==> src/rtl/uart_tx_drain.sv <==
// Async-frame transmitter that pops one word per frame from a 1-cycle-latency fifo
// and shifts its low DATA_BITS bits out LSB-first with optional parity and 1/2 stop bits.
module uart_tx_drain #(
   parameter int unsigned DWIDTH    = 32,
   parameter int unsigned DATA_BITS = 8
) (
   input  logic              CLK,
   input  logic              RST,
   input  logic              EN,
   input  logic [15:0]       BAUD_DIV,
   input  logic              PARITY_EN,
   input  logic              PARITY_ODD,
   input  logic              STOP2,
   input  logic              FIFO_EMPTY,
   output logic              FIFO_RD_EN,
   input  logic [DWIDTH-1:0] FIFO_DOUT,
   output logic              TXD,
   output logic              BUSY,
   output logic              FRAME_DONE
);

   localparam int unsigned    BW       = (DATA_BITS > 1) ? $clog2(DATA_BITS) : 1;
   localparam logic [BW-1:0]  LAST_BIT = BW'(DATA_BITS - 1);

   typedef enum logic [2:0] {
      S_IDLE,
      S_POP,
      S_LATCH,
      S_START,
      S_DATA,
      S_PARITY,
      S_STOP
   } state_t;

   state_t                 state_q, state_d;
   logic [15:0]            baud_cnt_q, baud_cnt_d;
   logic [15:0]            div_q, div_d;
   logic [BW-1:0]          bit_cnt_q, bit_cnt_d;
   logic [DATA_BITS-1:0]   shift_q, shift_d;
   logic                   pe_q, pe_d;
   logic                   par_q, par_d;
   logic                   stop2_q, stop2_d;
   logic                   stop_cnt_q, stop_cnt_d;
   logic                   txd_q, txd_d;
   logic                   rd_en_q, rd_en_d;
   logic                   busy_q, busy_d;
   logic                   done_q, done_d;
   logic                   tick;
   logic                   want_frame;

   if (DWIDTH > DATA_BITS) begin : g_hi
      logic unused_hi;
      assign unused_hi = ^FIFO_DOUT[DWIDTH-1:DATA_BITS];
   end

   assign tick       = (baud_cnt_q == div_q);
   assign want_frame = EN && !FIFO_EMPTY;

   always_comb begin
      state_d    = state_q;
      baud_cnt_d = baud_cnt_q;
      div_d      = div_q;
      bit_cnt_d  = bit_cnt_q;
      shift_d    = shift_q;
      pe_d       = pe_q;
      par_d      = par_q;
      stop2_d    = stop2_q;
      stop_cnt_d = stop_cnt_q;

      case (state_q)
         S_IDLE: begin
            if (want_frame) state_d = S_POP;
         end
         S_POP: begin
            state_d = S_LATCH;
         end
         S_LATCH: begin
            shift_d    = FIFO_DOUT[DATA_BITS-1:0];
            div_d      = BAUD_DIV;
            pe_d       = PARITY_EN;
            stop2_d    = STOP2;
            par_d      = (^FIFO_DOUT[DATA_BITS-1:0]) ^ PARITY_ODD;
            baud_cnt_d = '0;
            bit_cnt_d  = '0;
            stop_cnt_d = 1'b0;
            state_d    = S_START;
         end
         S_START: begin
            if (tick) begin
               baud_cnt_d = '0;
               state_d    = S_DATA;
            end else begin
               baud_cnt_d = baud_cnt_q + 16'd1;
            end
         end
         S_DATA: begin
            if (tick) begin
               baud_cnt_d = '0;
               if (bit_cnt_q == LAST_BIT) begin
                  state_d = pe_q ? S_PARITY : S_STOP;
               end else begin
                  bit_cnt_d = bit_cnt_q + 1'b1;
                  shift_d   = {1'b0, shift_q[DATA_BITS-1:1]};
               end
            end else begin
               baud_cnt_d = baud_cnt_q + 16'd1;
            end
         end
         S_PARITY: begin
            if (tick) begin
               baud_cnt_d = '0;
               state_d    = S_STOP;
            end else begin
               baud_cnt_d = baud_cnt_q + 16'd1;
            end
         end
         S_STOP: begin
            if (tick) begin
               baud_cnt_d = '0;
               if (stop2_q && !stop_cnt_q) begin
                  stop_cnt_d = 1'b1;
               end else begin
                  stop_cnt_d = 1'b0;
                  state_d    = want_frame ? S_POP : S_IDLE;
               end
            end else begin
               baud_cnt_d = baud_cnt_q + 16'd1;
            end
         end
         default: state_d = S_IDLE;
      endcase

      // Outputs are derived from the next state so they are registered yet line up with it.
      case (state_d)
         S_START:  txd_d = 1'b0;
         S_DATA:   txd_d = shift_d[0];
         S_PARITY: txd_d = par_d;
         default:  txd_d = 1'b1;
      endcase
      rd_en_d = (state_d == S_POP);
      busy_d  = (state_d != S_IDLE);
      done_d  = (state_d == S_STOP) && (baud_cnt_d == div_d) && (stop_cnt_d == stop2_d);
   end

   always_ff @(posedge CLK or negedge RST) begin
      if (!RST) begin
         state_q    <= S_IDLE;
         baud_cnt_q <= '0;
         div_q      <= '0;
         bit_cnt_q  <= '0;
         shift_q    <= '0;
         pe_q       <= 1'b0;
         par_q      <= 1'b0;
         stop2_q    <= 1'b0;
         stop_cnt_q <= 1'b0;
         txd_q      <= 1'b1;
         rd_en_q    <= 1'b0;
         busy_q     <= 1'b0;
         done_q     <= 1'b0;
      end else begin
         state_q    <= state_d;
         baud_cnt_q <= baud_cnt_d;
         div_q      <= div_d;
         bit_cnt_q  <= bit_cnt_d;
         shift_q    <= shift_d;
         pe_q       <= pe_d;
         par_q      <= par_d;
         stop2_q    <= stop2_d;
         stop_cnt_q <= stop_cnt_d;
         txd_q      <= txd_d;
         rd_en_q    <= rd_en_d;
         busy_q     <= busy_d;
         done_q     <= done_d;
      end
   end

   assign TXD        = txd_q;
   assign FIFO_RD_EN = rd_en_q;
   assign BUSY       = busy_q;
   assign FRAME_DONE = done_q;

endmodule

==> config.mk <==
export PLATFORM = sky130hd
export DESIGN_NAME = uart_tx_drain
export DESIGN_NICKNAME = d
export VERILOG_FILES = /design/src/rtl/uart_tx_drain.sv
export SDC_FILE = /design/constraint.sdc
export NUM_CORES = 1
export LEC_CHECK = 0
export ABC_AREA = 0
export CAP_MARGIN = 15
export CORE_MARGIN = 4
export CORE_UTILIZATION = 54
export DETAILED_ROUTE_END_ITERATION = 16
export PLACE_DENSITY = 0.91
export SYNTH_ARGS = -nofsm -noshare
export SYNTH_HDL_FRONTEND = slang
export SYNTH_SLANG_ARGS = --single-unit
==> constraint.sdc <==
create_clock -name CLK -period 4 [get_ports CLK]
set_clock_uncertainty 0.2 [all_clocks]
set_input_delay 1.2 -clock CLK [delete_from_list [all_inputs] [get_ports CLK]]
set_output_delay 1.2 -clock CLK [all_outputs]
set_load 0.05 [all_outputs]
* Word-level counts from Yosys, hierarchy flattened
Index checks and enable logic that the tools add are counted.
** Word-level totals
- Bits in registers :: 54
- Bits of input ports :: 55
- Output and inout bits :: 4
- Word-level logic and storage cells :: 71
** Cells by class
- $add $sub $neg :: 2
- Equality and inequality tests :: 17
- Multiplexer cells :: 25
- Bitwise operators :: 1
- Reduce and logical (&&, ||, !) cells :: 12
** Operators with widths (number)
- 16-bit == test :: 2
- 16-bit 2-to-1 mux :: 2
- 16-bit one-hot mux with 2 select lines :: 1
- 3-bit 2-to-1 mux :: 9
- 3-bit == test (second input constant) :: 7
- 3-bit one-hot mux with 7 select lines :: 1
- 16-bit by 1-bit adder with 16-bit output (second input constant) :: 1
- 8-bit 2-to-1 mux :: 2
- 8-bit one-hot mux with 2 select lines :: 1
- 3-bit by 2-bit == test with 1-bit output (second input constant) :: 3
- 8-bit XOR reduction :: 1
- 3-bit by 1-bit == test with 1-bit output (second input constant) :: 2
- 3-bit one-hot mux with 2 select lines :: 1
- 1-bit 2-to-1 mux :: 5
- 1-bit logical AND :: 4
- 2-bit != test (second input constant) :: 2
- 4-bit OR reduction :: 1
- 3-bit by 1-bit adder with 3-bit output (second input constant) :: 1
- 3-bit logical NOT :: 1
- 1-bit one-hot mux with 3 select lines :: 1
- 3-bit AND reduction :: 1
- 3-bit nonzero test :: 1
- 1-bit logical NOT :: 2
- 2-bit 2-to-1 mux :: 1
- 4 further kinds :: 4

* Logic depth before layout (Yosys ltp)
- Word-level depth :: 9
- Depth in mapped cells :: 12
- Gate-level depth less buffers :: 9

* Worst setup path before layout
No wires, ideal clock.
- Path kind :: in2reg
- From :: input port BAUD_DIV[4]
- To :: register done_q (netlist: FRAME_DONE)
- Setup time :: 96 ps
- Data arrival time :: 2647 ps
- Data required time :: 3704 ps
- Path slack :: 1057 ps
- Stages :: 8
- Path buffers :: 0
- Path through :: nand4bb_1 a21boi_1 o32ai_1 a21oi_1 o32a_1 o21ai_0 or4_1 nor4_2
** Between the ends
- Word-level cells in the longest chain between the ends :: 4
** RTL lines
- from (decl) :: RTL line 10 : input logic [15:0] BAUD_DIV,
- 16-bit 2-to-1 mux :: RTL line 70 : case (state_q)
- 16-bit == test :: RTL line 142 : done_d = (state_d == S_STOP) && (baud_cnt_d == div_d) && (stop_cnt_d == stop2_d);
- 1-bit logical AND (2 in series) :: RTL line 142
- net done_d :: RTL line 47 : logic done_q, done_d;
- to (signal assigned) :: RTL line 173 : done_q <= done_d;
- to (decl) :: RTL line 47
The timed path passes the listed nets, and every way through them passes these cells.
A chain may end at the register's enable or synchronous reset.

* Final worst setup path
Ends and elaborated chain as after synthesis.

==> metrics <==
core area=roughly 0.0065 sq mm; clock root buffer master=clkbuf_8; Final Hold Vio Count=0; largest net degree at the start of global routing=45; gp weighted congestion=roughly 0.94; Hold Path Class=reg -> reg; max_cap viols=0; largest family of logic cells by synthesized area=simple AND/OR/NAND/NOR gates; share of layout cells above drive strength 1=under 10%; CP Capture Type=flop; Post-Synthesis Cell Area=0.00366 sq mm; htree depth=2; die height=between 90 and 100 um; Setup-failing EPs final=0; Synth Area in Compound Gates=roughly 20%; setup slack, reg-to-reg=approximately 0.55 ns; Clock Tree Buf Depth=2; multiplexer share of the synthesized area=under 10%; outcome=finished, final reports clean; total gr overflow=0; Avg Vias per Cell=between 6 and 7; unrepaired setup endpoints after global routing=no; simple-gate share of the synthesized area=24.3%; CTS Hold Bufs=0; # DRC=0; adder-cell share of the synthesized area=about 1.0%; fraction of registers with async set or reset after synthesis=100%; Max VDD drop=roughly 0.17 mV; PostCTS Resize Cnt=0; PwrDens=roughly 360 mW/mm^2; CP max FO=4; measured slew at the worst slew-check pin=roughly 1 ns; Num CTS Buffers=5; I/O pins=slightly below 60; antenna-violating nets left=0; synth unique cells=66; clock sink count=54; final critical-path share of the clock period=between 80% and 90%; antenna diode instance count=0; Critical Path RT=just over 4 ns; GRT Overall Usage=around a quarter; area fraction of the dominant cell type after synthesis=a little over a third; IO Port Bufs=34; most common cell after layout, fill and taps aside=nand2_1; Setup Buffers After CTS=0; Post-synth EDFFs=0; Lkg Pwr=1.66 nW; Max-slew headroom=between 30% and 40%; Startpoint Class=input pin; post-layout minimum cycle time=~3.5 ns; Post-Synthesis Cells=425; drt first pass iters=5; Initial Utilization=56.6%; Synth Warn #=0; DRT iter0 DRCs=~300; CTS tree=built; fmax=roughly 290 MHz; vias in the first global route=between 3,000 and 4,000; antenna violations before repair=0; post-DR wirelength/cell=approximately 18 um; Clock Latency Late Sink=between 0.3 and 0.4 ns; top post-synthesis cells by area=dfrtp_1 36%, nand2_1 7.0%, xnor2_1 6.7%, o21ai_0 4.0%, a21oi_1 2.3%; Max Slew Vio Count=0; fin worst setup slack=between 0.5 and 0.6 ns; largest area contributor in the netlist=dfrtp_1; final setup TNS=0 ns; area growth from synthesis to layout=14.1%; CTS clk-pin slew, worst paths=0.11 ns; first-pass GRT wire length=about 16 mm; most frequent cells in the layout=68 x nand2_1, 53 x dfrtp_1, 33 x clkdlybuf4s50_1; synthesized flop and latch total=54; Synth Area per Inst=roughly 8.6 sq um; Total Routed Length=9.66 mm; Core Rows=29; crit path DAT=~3.5 ns; Vias=roughly 3,300; Post-Synth XOR/XNOR Area=under 10%; Final nets=just over 500; critical path class=in -> reg; Synthesized Nets=roughly 480; Synth Flop Type=dfrtp_1; pre-CTS WS=0.222 ns; Die W=roughly 90 um; DIE AREA=about 0.0082 sq mm; register area share after synthesis=between 30% and 40%; Detailed Place HPWL=just over 7 mm
-- metrics by stage --
step	utilization (%)	instance area, sq um	instances	power, mW	hold WS [ns]
floorplan	-	3660	425	1.00	0.245
global placement	62.7	4050	517	1.11	0.262
detailed placement	62.7	4050	517	1.12	0.264
CTS	64.6	4170	525	1.51	0.298
global route	64.6	4170	525	1.60	0.317
finish	64.6	4170	525	1.52	0.297
-- metal layers --
layer	routed length (um)	global-route usage, %	vias up	part of all wire [%]
met4	272	8.16	0	2.8
li1	-	-	1575	-
met5	0	0	-	0
met3	666	4.00	23	6.9
met2	4680	39.5	163	48
met1	4040	31.5	1562	42
-- kinds of logic after synthesis --
| family | after synthesis |
|---|---|
| XOR/XNOR | 35 |
| AND/OR/NAND/NOR | 167 |
| adder cells (fa/ha/maj) | 3 |
| AO/OA/AOI/OAI | 104 |
| buffers and inverters | 49 |
| flip-flops | 54 |
| multiplexers | 13 |
-- state kept, by name, summed over array words and instances (netlist names) --
signal      cells
BUSY            1
FIFO_RD_EN      1
FRAME_DONE      1
TXD             1
baud_cnt_q     16
bit_cnt_q       3
div_q          16
par_q           1
pe_q            1
shift_q         8
state_q         3
stop2_q         1
stop_cnt_q      1
-- synthesized netlist by cell type (all sizes together), types with 2 or more instances --
cell	number
buf	17
xnor2	28
nor3b	3
a22o	3
nor4	6
a21o	5
mux2	6
a211oi	5
a22oi	8
xor2	7
nand2	68
inv	19
o22ai	2
nor2	17
and4	2
and3	2
or2	3
clkbuf	13
o31ai	7
nand3	15
ha	3
o21ai	29
a31oi	4
a221oi	2
o211ai	6
nand2b	7
a21oi	17
nand4b	4
a21boi	2
or4	5
nor2b	5
nand4	10
nand4bb	2
mux2i	7
or3	6
dfrtp	53
and2	2
a2111oi	4
a311oi	2
nor3	6
-- worst paths after layout --
check / startpoint / end / cells after the start
worst max-delay path: BAUD_DIV[4] / FRAME_DONE / 9
worst min-delay path: shift_q[5] / shift_q[5] / 2
worst max register to register: state_q[0] / FRAME_DONE / 8
worst min register to register: shift_q[5] / shift_q[5] / 2
max in group asynchronous: RST / shift_q[4] / 2
min in group asynchronous: RST / baud_cnt_q[8] / 1
-- worst max-delay path, stage by stage --
cell,delay [ns]
clkdlybuf4s50_1,0.43
nand4bb_1,0.12
a21boi_1,0.32
o32ai_1,0.15
a21oi_1,0.33
o32a_1,0.19
o21ai_0,0.07
or4_1,0.47
nor4_2,0.24
-- layout make-up --
type	instances	area, sq um
Clock buffer	6	82.6
Clock inverter	2	38.8
Fill cell	548	2290
Inverter	19	71.3
Multi-Input combinational cell	322	2100
Sequential cell	54	1350
Tap cell	77	96.3
Timing Repair Buffer	45	430
-- where the power goes --
part,leakage (nW),internal [mW],switching (mW)
combinational,0.950,0.192,0.225
clock,0.0618,0.206,0.195
sequential,0.653,0.593,0.110
Power figures use the tool's default switching activity.
